[src/rtl/mem_access_unit.sv]
// mem_access_unit: single-outstanding load/store initiator between the core's
// memory stage and the memory responder. One access at a time: present a
// one-cycle request, wait a fixed response latency, sample the response,
// extend load data and pulse o_done with the response code and fault flag.
//
// state   | meaning
// --------+-----------------------------------------------------------
// ST_IDLE | ready for a new access (o_ready high once out of reset)
// ST_REQ  | request fields on the o_req_* bus for exactly one cycle
// ST_WAIT | counting down the response latency, sample at terminal count
module mem_access_unit #(
  parameter int ADDR_W      = 32,
  parameter int WORD_W      = 32,
  parameter int MEM_COUNT_W = 2,
  parameter int MEM_CODE_W  = 3,
  parameter int RES_LATENCY = 1
) (
  input  logic                   clk,
  input  logic                   reset,
  input  logic                   i_valid,
  output logic                   o_ready,
  input  logic [ADDR_W-1:0]      i_addr,
  input  logic [WORD_W-1:0]      i_wr_data,
  input  logic                   i_wr_en,
  input  logic [MEM_COUNT_W-1:0] i_count,
  input  logic                   i_signed,
  output logic                   o_done,
  output logic [WORD_W-1:0]      o_rd_data,
  output logic [MEM_CODE_W-1:0]  o_code,
  output logic                   o_fault,
  output logic [ADDR_W-1:0]      o_req_addr,
  output logic [WORD_W-1:0]      o_req_wr_data,
  output logic                   o_req_wr_en,
  output logic [MEM_COUNT_W-1:0] o_req_count,
  input  logic [WORD_W-1:0]      i_res_rd_data,
  input  logic [MEM_CODE_W-1:0]  i_res_code
);

  localparam logic [MEM_COUNT_W-1:0] MEM_COUNT_NONE = MEM_COUNT_W'(0);
  localparam logic [MEM_COUNT_W-1:0] MEM_COUNT_BYTE = MEM_COUNT_W'(1);
  localparam logic [MEM_COUNT_W-1:0] MEM_COUNT_HALF = MEM_COUNT_W'(2);
  localparam logic [MEM_COUNT_W-1:0] MEM_COUNT_WORD = MEM_COUNT_W'(3);

  localparam logic [MEM_CODE_W-1:0] MEM_CODE_READ          = MEM_CODE_W'(1);
  localparam logic [MEM_CODE_W-1:0] MEM_CODE_WRITE         = MEM_CODE_W'(2);
  localparam logic [MEM_CODE_W-1:0] MEM_CODE_MISALIGNED    = MEM_CODE_W'(3);
  localparam logic [MEM_CODE_W-1:0] MEM_CODE_OUT_OF_BOUNDS = MEM_CODE_W'(4);
  localparam logic [MEM_CODE_W-1:0] MEM_CODE_INVALID       = MEM_CODE_W'(5);

  // Counter reload value; the counter reaches 0 on the sampling edge.
  localparam logic [3:0] LAT_LOAD = 4'(RES_LATENCY - 1);

  typedef enum logic [1:0] {
    ST_IDLE,
    ST_REQ,
    ST_WAIT
  } state_t;

  state_t                 state;
  logic [3:0]             lat_cnt;
  // Private copy of the access kind: o_req_* is cleared after ST_REQ but the
  // completion still needs size, direction and signedness.
  logic [MEM_COUNT_W-1:0] acc_count;
  logic                   acc_wr;
  logic                   acc_signed;

  logic [WORD_W-1:0]      ext_data;
  logic [MEM_CODE_W-1:0]  exp_code;
  logic                   res_fault;

  // Extend the responder's low-justified load data to a full word.
  always_comb begin
    ext_data = '0;
    case (acc_count)
      MEM_COUNT_BYTE: ext_data = acc_signed ? {{24{i_res_rd_data[7]}}, i_res_rd_data[7:0]}
                                            : {24'b0, i_res_rd_data[7:0]};
      MEM_COUNT_HALF: ext_data = acc_signed ? {{16{i_res_rd_data[15]}}, i_res_rd_data[15:0]}
                                            : {16'b0, i_res_rd_data[15:0]};
      MEM_COUNT_WORD: ext_data = i_res_rd_data;
      default:        ext_data = '0;
    endcase
  end

  // Anything other than the direction-matching code counts as a fault.
  always_comb begin
    exp_code  = acc_wr ? MEM_CODE_WRITE : MEM_CODE_READ;
    res_fault = (i_res_code != exp_code);
  end

  // Access sequencer with registered handshake, request bus and completion.
  always_ff @(posedge clk) begin
    if (reset) begin
      state         <= ST_IDLE;
      o_ready       <= 1'b0;
      o_done        <= 1'b0;
      o_rd_data     <= '0;
      o_code        <= '0;
      o_fault       <= 1'b0;
      o_req_addr    <= '0;
      o_req_wr_data <= '0;
      o_req_wr_en   <= 1'b0;
      o_req_count   <= MEM_COUNT_NONE;
      lat_cnt       <= '0;
      acc_count     <= MEM_COUNT_NONE;
      acc_wr        <= 1'b0;
      acc_signed    <= 1'b0;
    end else begin
      o_done <= 1'b0;
      case (state)
        ST_IDLE: begin
          o_ready <= 1'b1;
          if (o_ready && i_valid) begin
            if (i_count == MEM_COUNT_NONE) begin
              // Nothing to fetch: complete immediately as an invalid access.
              o_done    <= 1'b1;
              o_code    <= MEM_CODE_INVALID;
              o_fault   <= 1'b1;
              o_rd_data <= '0;
            end else begin
              o_ready       <= 1'b0;
              o_req_addr    <= i_addr;
              o_req_wr_data <= i_wr_data;
              o_req_wr_en   <= i_wr_en;
              o_req_count   <= i_count;
              acc_count     <= i_count;
              acc_wr        <= i_wr_en;
              acc_signed    <= i_signed;
              state         <= ST_REQ;
            end
          end
        end
        ST_REQ: begin
          o_req_addr    <= '0;
          o_req_wr_data <= '0;
          o_req_wr_en   <= 1'b0;
          o_req_count   <= MEM_COUNT_NONE;
          lat_cnt       <= LAT_LOAD;
          state         <= ST_WAIT;
        end
        ST_WAIT: begin
          if (lat_cnt != 4'd0) begin
            lat_cnt <= lat_cnt - 4'd1;
          end else begin
            o_done    <= 1'b1;
            o_code    <= i_res_code;
            o_fault   <= res_fault;
            o_rd_data <= (res_fault || acc_wr) ? '0 : ext_data;
            o_ready   <= 1'b1;
            state     <= ST_IDLE;
          end
        end
        default: begin
          o_ready <= 1'b0;
          state   <= ST_IDLE;
        end
      endcase
    end
  end

endmodule
[config.mk]
export PLATFORM = sky130hd
export DESIGN_NAME = mem_access_unit
export DESIGN_NICKNAME = d
export VERILOG_FILES = /design/src/rtl/mem_access_unit.sv
export SDC_FILE = /design/constraint.sdc
export NUM_CORES = 1
export LEC_CHECK = 0
export ABC_AREA = 0
export CAP_MARGIN = 20
export CORE_MARGIN = 1.5
export CORE_UTILIZATION = 41
export DETAILED_ROUTE_END_ITERATION = 8
export HOLD_SLACK_MARGIN = 0.06
export PLACE_DENSITY = 0.86
export SLEW_MARGIN = 20
export SYNTH_ARGS = -nofsm -noshare
export SYNTH_HDL_FRONTEND = slang
export SYNTH_SLANG_ARGS = --single-unit
[constraint.sdc]
create_clock -name clk -period 2.4 [get_ports clk]
set_input_delay 0.24 -clock clk [delete_from_list [all_inputs] [get_ports clk]]
set_output_delay 0.24 -clock clk [all_outputs]
set_load 0.01 [all_outputs]
=== Word level (Yosys, flattened, before mapping) ===
Index checks and enable logic that the tools add are counted.

* Reduce and logical (&&, ||, !) cells: 14
* Eq/ne operators: 11
* Mux-type cells: 42
* Bitwise gates (word level): 2
* Add/sub/neg operators: 1

{| class="wikitable"
|+ Operators with widths
! kind !! number
|-
| two-way mux 32 bit || 10
|-
| one-hot mux 32 bit (2 select lines) || 3
|-
| one-hot mux 32 bit (3 select lines) || 1
|-
| two-way mux 2 bit || 6
|-
| two-way mux 1 bit || 10
|-
| != test 2 bit (second input constant) || 5
|-
| two-way mux 3 bit || 3
|-
| AND reduction 3 bit || 3
|-
| one-hot mux 4 bit (2 select lines) || 1
|-
| equality test 2 bit (second input constant) || 3
|-
| one-hot mux 1 bit (2 select lines) || 3
|-
| one-hot mux 2 bit (3 select lines) || 1
|-
| one-hot mux 3 bit (2 select lines) || 1
|-
| nonzero test 2 bit || 3
|-
| equality test 2 x 1 -> 1 bit (second input constant) || 2
|-
| logical NOT 2 bit || 2
|-
| two-way mux 4 bit || 1
|-
| one-hot mux 2 bit (2 select lines) || 1
|-
| AND reduction 2 bit || 2
|-
| AND reduction 4 bit || 1
|-
| nonzero test 4 bit || 1
|-
| subtractor 4 x 1 -> 4 bit (second input constant) || 1
|-
| != test 3 x 2 -> 1 bit || 1
|-
| one-hot mux 1 bit (3 select lines) || 1
|-
| other kinds (3) || 4
|}

* Output and inout port bits: 105
* Word-level logic and storage cells: 84
* Input port bits: 106
* Register bits: 115

=== Longest topological paths before layout ===
Gate-level depths: netlist of run 1.

* Word-level depth: 6
* Gate-level depth with buffers: 9
* Gate-level depth less buffers: 6

=== Least setup slack after synthesis of run 1 ===
OpenSTA, ideal clock, no wires.

* Kind: flip-flop to flip-flop
* From: reg state[0]
* To: reg o_rd_data[16]
* Library setup time: 70 ps
* Buffers on the path: 1
* Data required time: 2330 ps
* Arrival: 1844 ps
* Setup slack: 486 ps
* Cell stages (with the launch flop): 8
* Period minus slack after synthesis: 1914 ps
* Cells stage by stage: dfxtp_1 > inv_1 > ha_1 > or4b_4 > nor3_4 > nand3_4 > buf_6 > o2bb2ai_1

* Longest elaborated chain between the ends: 3
* Elaborated cells on any way between the ends: 8
* Classes of those cells: eq/ne: 4; mux: 1; reduce/logical: 3

{| class="wikitable"
|+ RTL lines
! what !! RTL line !! RTL
|-
| start: declaration || 59 || <nowiki>state_t state;</nowiki>
|-
| start signal: assignment || 93 || <nowiki>state <= ST_IDLE;</nowiki>
|-
| start signal: assignment || 128 || <nowiki>state <= ST_REQ;</nowiki>
|-
| start signal: assignment || 138 || <nowiki>state <= ST_WAIT;</nowiki>
|-
| equality test 2 bit / logical NOT 2 bit (equally long branches) || 109 || <nowiki>case (state)</nowiki>
|-
| != test 2 bit (no source line) / nonzero test 2 bit (equally long branches) || - ||
|-
| AND reduction 4 bit (no source line) || - ||
|-
| end signal: assignment || 147 || <nowiki>o_rd_data <= (res_fault || acc_wr) ? '0 : ext_data;</nowiki>
|-
| end: declaration || 28 || <nowiki>output logic [WORD_W-1:0] o_rd_data,</nowiki>
|}

Parallel ways exist; a longest one is shown, timed or not.
A chain may end at the register's enable or synchronous reset.

=== Worst setup path in the final report of run 1 ===
* From: reg state[0]
* To: reg o_rd_data[4]

The elaborated chain is that of the path after synthesis.

==> reports/metrics.yaml, run 1 <==
status: "finished, final reports clean"
power_leakage_nw: 2.59
die_h_um: 107
wire_per_inst_um: 15.7
drc: 0
rows: 37
die-area_um2: 11400
synth_xor_area_share_pct: 0
start_util_pct: 42.5
synth_top_family_by_area: "compound AO/OA/AOI/OAI gates"
endpoint_kind: "register"
power_density_nw_per_um2: 688
vias: 4376
layout_setup_ws_ns: 0.247
layout_min_cycle_time_ns: 2.15
drt_iter0_drc: 228
grt_pass1_vias: 4288
antenna_found_initial: 0
hold_viol: 0
async_flop_share_pct: 0
fillCellCount: 820
die_w_um: 107
vias_per_cell: 5.29
worstMarginPinSlew_ns: 0.961
critPathCapture: "o_rd_data[4]$_SDFFE_PP0P_"
worstRegToRegCells: 7
total_power_mw: 4.95
synth_area_per_cell_um2: 9.30
whs_ns: 0.186
cts-root-buf: "clkbuf_8"
maxCapViolCount: 0
grt_max_degree: 100
io_buffers: 210
globalplace.congestion: 0.746
syn_area_um2: 4410
crit_fanout: 14
slew_viol_final: 0
drive_above_1_share_pct: 7.80
crit_start: "state[0]$_SDFFE_PP0P_"
firstDrtPassIters: 5
synthMuxAreaShare_pct: 0.937
hold_path_class: "in2reg"
synth_common_cells: "dfxtp_1, nor2_1, a22oi_1"
cts_setup_buffers: 0
synthCells: 474
fin_area_um2: 7190
fin_nets: 792
clock_latency_ns: 0.49
ios: 211
layoutNonFillerInstCount: 828
htree_num_levels: 4
cts_sinks: 115
ctsResizeCount: 0
placed_area_um2: 6650
path_class: "reg2reg"
fin_worst_skew_ns: 0.0103
num_antenna_cells: 0
crit_path_start_kind: "register"
cts_buffers: 17
max-clock-path-buffers: 2
yosysTopAreaCellShare_pct: 52.2
worstPathRequired_ns: 2.81
synth-compound-area-share_pct: 22.0
yosys_warnings: 0
yosysMostFrequentCell: "dfxtp_1"
synthDistinctLibCells: 43
path_clk_slew_ns: 0.06
yosysTopAreaCell: "dfxtp_1"
cts_tree: "built"
ant_nets: 0
synth_area_leaders: "dfxtp_1, a22oi_1, nor2_1"
wirelength_um: 13000
ys_seq_area_share_pct: 52.2
synthesis.nets: 586
synth-simple-area-share_pct: 18.6
final_util_pct: 69.3
fin_crit_sh_pct: 89.7
pre_cts_slack_ns: -0.0806
finalSetupTns_ns: 0
cts_hold_buf: 0
yosys.area_share.adder_pct: 1.70
r2r-start: "state[0]$_SDFFE_PP0P_"
setup_viol: 0
timing.reg2reg.setup_slack_ns: 0.25
worstPathArrival_ns: 2.56
area_delta_synth_final_pct: 63.1
gr-total-overflow: 0
synth_edf_count: 0
ys.flop_type: "dfxtp_1"
rsz0062_at_grt: "false"
r2r_end: "o_rd_data[4]$_SDFFE_PP0P_"
grt.total_usage_pct: 22.8
maxSlewHeadroom_pct: 36.0
yosys_register_bits: 115
grt_pass1_wl_um: 20900
irDropWorstVdd_mv: 0.439
dp_hpwl_um: 9020
dpl.cell_count: 797
core_um2: 10400
fmax_mhz: 464
## where the power goes
group          internal, mW  switching (mW)
registers              1.98          0.0490
clock network          1.41           0.833
logic                 0.384           0.286
## how the worst min path moves through the flow
| stage | startpoint | to | depth (start not counted) |
|---|---|---|---|
| 4_1_cts | reset | o_rd_data[0]$_SDFFE_PP0P_ | 5 |
| 5_1_grt | reset | o_rd_data[20]$_SDFFE_PP0P_ | 3 |
| 3_3_place_gp | o_rd_data[23]$_SDFFE_PP0P_ | o_rd_data[23]$_SDFFE_PP0P_ | 1 |
| 2_1_floorplan | i_res_rd_data[0] | o_rd_data[0]$_SDFFE_PP0P_ | 2 |
| 3_5_place_dp | o_rd_data[30]$_SDFFE_PP0P_ | o_rd_data[30]$_SDFFE_PP0P_ | 1 |
| 6_report | reset | o_rd_data[22]$_SDFFE_PP0P_ | 3 |
## cell usage in the layout (no fill, tap or decap), drive strengths merged, types with 2 or more instances in the layout
| cell type | Yosys | layout |
|---|---|---|
| mux2i | 3 | 3 |
| buf | 17 | 16 |
| nand3b | 3 | 3 |
| a21oi | 30 | 30 |
| and2 | 3 | 3 |
| clkdlybuf4s50 | 0 | 209 |
| a22oi | 67 | 67 |
| clkinv | 0 | 5 |
| inv | 7 | 7 |
| nand2 | 22 | 22 |
| dfxtp | 115 | 115 |
| nor2 | 78 | 78 |
| nand3 | 4 | 4 |
| o21ai | 19 | 19 |
| clkbuf | 21 | 21 |
| nand2b | 20 | 20 |
| o2bb2ai | 16 | 16 |
| nand4 | 18 | 18 |
| clkinvlp | 0 | 4 |
| ha | 6 | 6 |
| nor3 | 5 | 5 |
| o22ai | 2 | 2 |
## critical path, stage by stage (launching register included)
cell     delay [ns]
dfxtp_1        0.33
inv_1          0.09
ha_1           0.29
or4b_4         0.51
nor3_4         0.31
buf_4          0.26
nand4_1        0.16
o21ai_0        0.12
## layer usage
| metal | vias to the layer above | part of all wire (%) | global-route usage, % |
|---|---|---|---|
| li1 | 2113 | - | - |
| met1 | 2068 | 41 | 27.7 |
| met2 | 181 | 50 | 38.6 |
| met3 | 14 | 7.4 | 6.44 |
| met4 | 0 | 1.7 | 8.19 |
| met5 | - | 0 | 0 |
## state kept, by name, summed over array words and instances, names as in the netlist
| name | count |
|---|---|
| acc_signed | 1 |
| o_req_wr_en | 1 |
| o_fault | 1 |
| o_req_count | 2 |
| lat_cnt | 4 |
| o_done | 1 |
| o_req_addr | 32 |
| o_rd_data | 32 |
| o_ready | 1 |
| acc_wr | 1 |
| o_code | 3 |
| o_req_wr_data | 32 |
| acc_count | 2 |
| state | 2 |
## logic make-up (layout without fill, tap and decap cells)
logic type	count (synthesis)	after routing
mux	4	4
flops	115	115
fa+ha+maj	6	6
simple gates	162	162
compound gates	142	142
buf+inv	45	263
## cell type report
class	instances	area, um2	share of cell area (%)
Sequential cell	115	2300	32.0
Tap cell	136	170	2.37
Clock inverter	10	85.1	1.18
Inverter	7	26.3	0.365
Multi-Input combinational cell	314	1920	26.7
Clock buffer	21	449	6.25
Timing Repair Buffer	225	2230	31.1
No activity file was read; power rests on OpenSTA's default activity.
==> run 2: changes to the inputs <==
- HOLD_SLACK_MARGIN: 0.06 -> default
==> results of run 2 <==
Same layout as run 1: the final DEF is identical, and so are final timing and power.
==> RTL edit: new RTL, config.mk and constraints of run 1 <==
Register the output `o_fault` once more, cleared by the reset; this adds one clock of latency there. The other outputs are not delayed to match.
--- a/src/rtl/mem_access_unit.sv
+++ b/src/rtl/mem_access_unit.sv
@@ -57,4 +57,6 @@
   } state_t;
 
+  logic o_fault_s0;
+
   state_t                 state;
   logic [3:0]             lat_cnt;
@@ -96,5 +98,5 @@
       o_rd_data     <= '0;
       o_code        <= '0;
-      o_fault       <= 1'b0;
+      o_fault_s0    <= 1'b0;
       o_req_addr    <= '0;
       o_req_wr_data <= '0;
@@ -115,5 +117,5 @@
               o_done    <= 1'b1;
               o_code    <= MEM_CODE_INVALID;
-              o_fault   <= 1'b1;
+              o_fault_s0 <= 1'b1;
               o_rd_data <= '0;
             end else begin
@@ -144,5 +146,5 @@
             o_done    <= 1'b1;
             o_code    <= i_res_code;
-            o_fault   <= res_fault;
+            o_fault_s0 <= res_fault;
             o_rd_data <= (res_fault || acc_wr) ? '0 : ext_data;
             o_ready   <= 1'b1;
@@ -158,3 +160,11 @@
   end
 
+  always_ff @(posedge clk) begin
+    if (reset) begin
+      o_fault <= '0;
+    end else begin
+      o_fault <= o_fault_s0;
+    end
+  end
+
 endmodule
Behaviour: not the same (Yosys sat finds a counterexample within 4 cycles, from zero or initial values and one cycle with reset high).
==> RTL edit against run 1 <==
Final area is 2.1% higher; non-clock buffer count is 2 higher; first-iteration DRC count is 48% higher; clock power is 21% higher; sequential cell count is 1 higher; setup slack better by 0.11 ns; area after synthesis is 0.60% higher; total power is 10% higher; wire length is 1.9% higher; largest cell class unchanged.
==> RTL edit: results (changes against run 1) <==
Parameter                              Value

Status
  Run status    completed

Critical path
  Slowest cell delay on critical path    0.44 ns (-0.07 ns)
  Worst r2r path cells    6 (-1)
  Largest fanout on the critical path    8 (-6)
  Worst path arrival time    2.46 ns (-0.10 ns)
  Cell with the largest stage delay on the worst path    sky130_fd_sc_hd__or4_1

Yosys
  Synth top area cells    sky130_fd_sc_hd__dfxtp_1 (52%), sky130_fd_sc_hd__a22oi_1 (11%), sky130_fd_sc_hd__nor2_1 (6.6%), sky130_fd_sc_hd__a21oi_1 (3.4%), sky130_fd_sc_hd__o2bb2ai_1 (3.2%)
  Yosys warnings    0 (unchanged)
  Sequential area share after synthesis    52.4% (+0.14 points)
  Synth Net Count    588 (+0.34%)
  Most instantiated cells after synthesis    sky130_fd_sc_hd__dfxtp_1 (116), sky130_fd_sc_hd__nor2_1 (78), sky130_fd_sc_hd__a22oi_1 (67)
  Count of different cell masters after synthesis    45 (+4.7%)
  Synthesized netlist cell count    476 (+0.42%)

Layout
  Number of inserted diodes    0 (unchanged)
  Fraction of layout cells with a size suffix above 1    8.46% (+0.66 points)

Place
  Area of placed instances    6700 um^2 (+0.68%)
  Cell count after placement    801 (+0.50%)
  Global placement routability congestion    0.806 (+8.0%)
  Dpl ws    0.167 ns (+0.247 ns)
  Sum of net half-perimeters after detailed placement    9.25 mm (+2.6%)
  Port Buffer Count    210 (unchanged)

STA
  Worst clock skew on the final layout    0.0121 ns (+0.00184 ns)
  Max transition margin    51.1% (+15 points)
  Final-layout worst hold slack    0.230 ns (+0.0444 ns)
  Final hold violation count    0 (unchanged)
  Final worst slack    0.352 ns (+0.105 ns)

Drt
  Drt first-iter violations    337 (+48%)
  Drt wl/cell    15.9 um (+1.2%)
  Via-per-instance ratio    5.29 (about the same)
  Final WL    13.2 mm (+1.9%)

GRT
  Overall fraction of global-route tracks in use    23.2% (+0.42 points)
  Vias in the first global route    4333 (+1.0%)
  Largest net degree at the start of global routing    66 (-34%)
  Global-route wire length before repair    21.3 mm (+1.9%)

CTS
  Clock latency on the worst-skew pair    0.49 ns (about the same)
  Htree depth    4 (unchanged)
  Post-CTS repair timing setup buffer count    0 (unchanged)
  Clock edge transition at the registers on the reported setup and hold paths    0.06 ns (about the same)

Power and ir drop
  Worst IR Drop VDD    0.473 mV (+7.8%)
  Static power due to leakage    2.67 nW (+3.0%)
  Clk pwr share    49.9% (+4.6 points)
  Sw Ratio    23.0% (-0.59 points)
  Power attributed to the clock group    2.72 mW (+21%)
  Sequential power share    37.7% (-3.4 points)
RTL edit: kinds of logic after synthesis:
kind of cell / count (synthesis) / synth area share (%)
flops: 116 / 52.4
fa+ha+maj: 6 / 1.69
compound gates: 142 / 21.8
simple gates: 163 / 18.7
mux: 4 / 0.931
buf+inv: 45 / 4.51
RTL edit: final cells by class:
class | instances | area, um^2
tap | 136 | 170
inverter | 7 | 26.3
multi-input combinational | 315 | 1930
fill | 795 | 3080
timing repair buffer | 227 | 2250
clock buffer | 17 | 414
sequential | 116 | 2320
clock inverter | 15 | 229
RTL edit: final timing paths:
path,start,endpoint
max,state[0],lat_cnt[3]
min,reset,o_rd_data[16]
max reg2reg,state[0],lat_cnt[3]
min reg2reg,o_rd_data[22],o_rd_data[22]
RTL edit: metal layers:
layer	wire length [um]	global-route usage, %	vias up
met5	0	0	-
met4	199	8.76	0
met3	805	6.38	18
met2	6780	40.0	176
met1	5430	27.5	2085
li1	-	-	2126
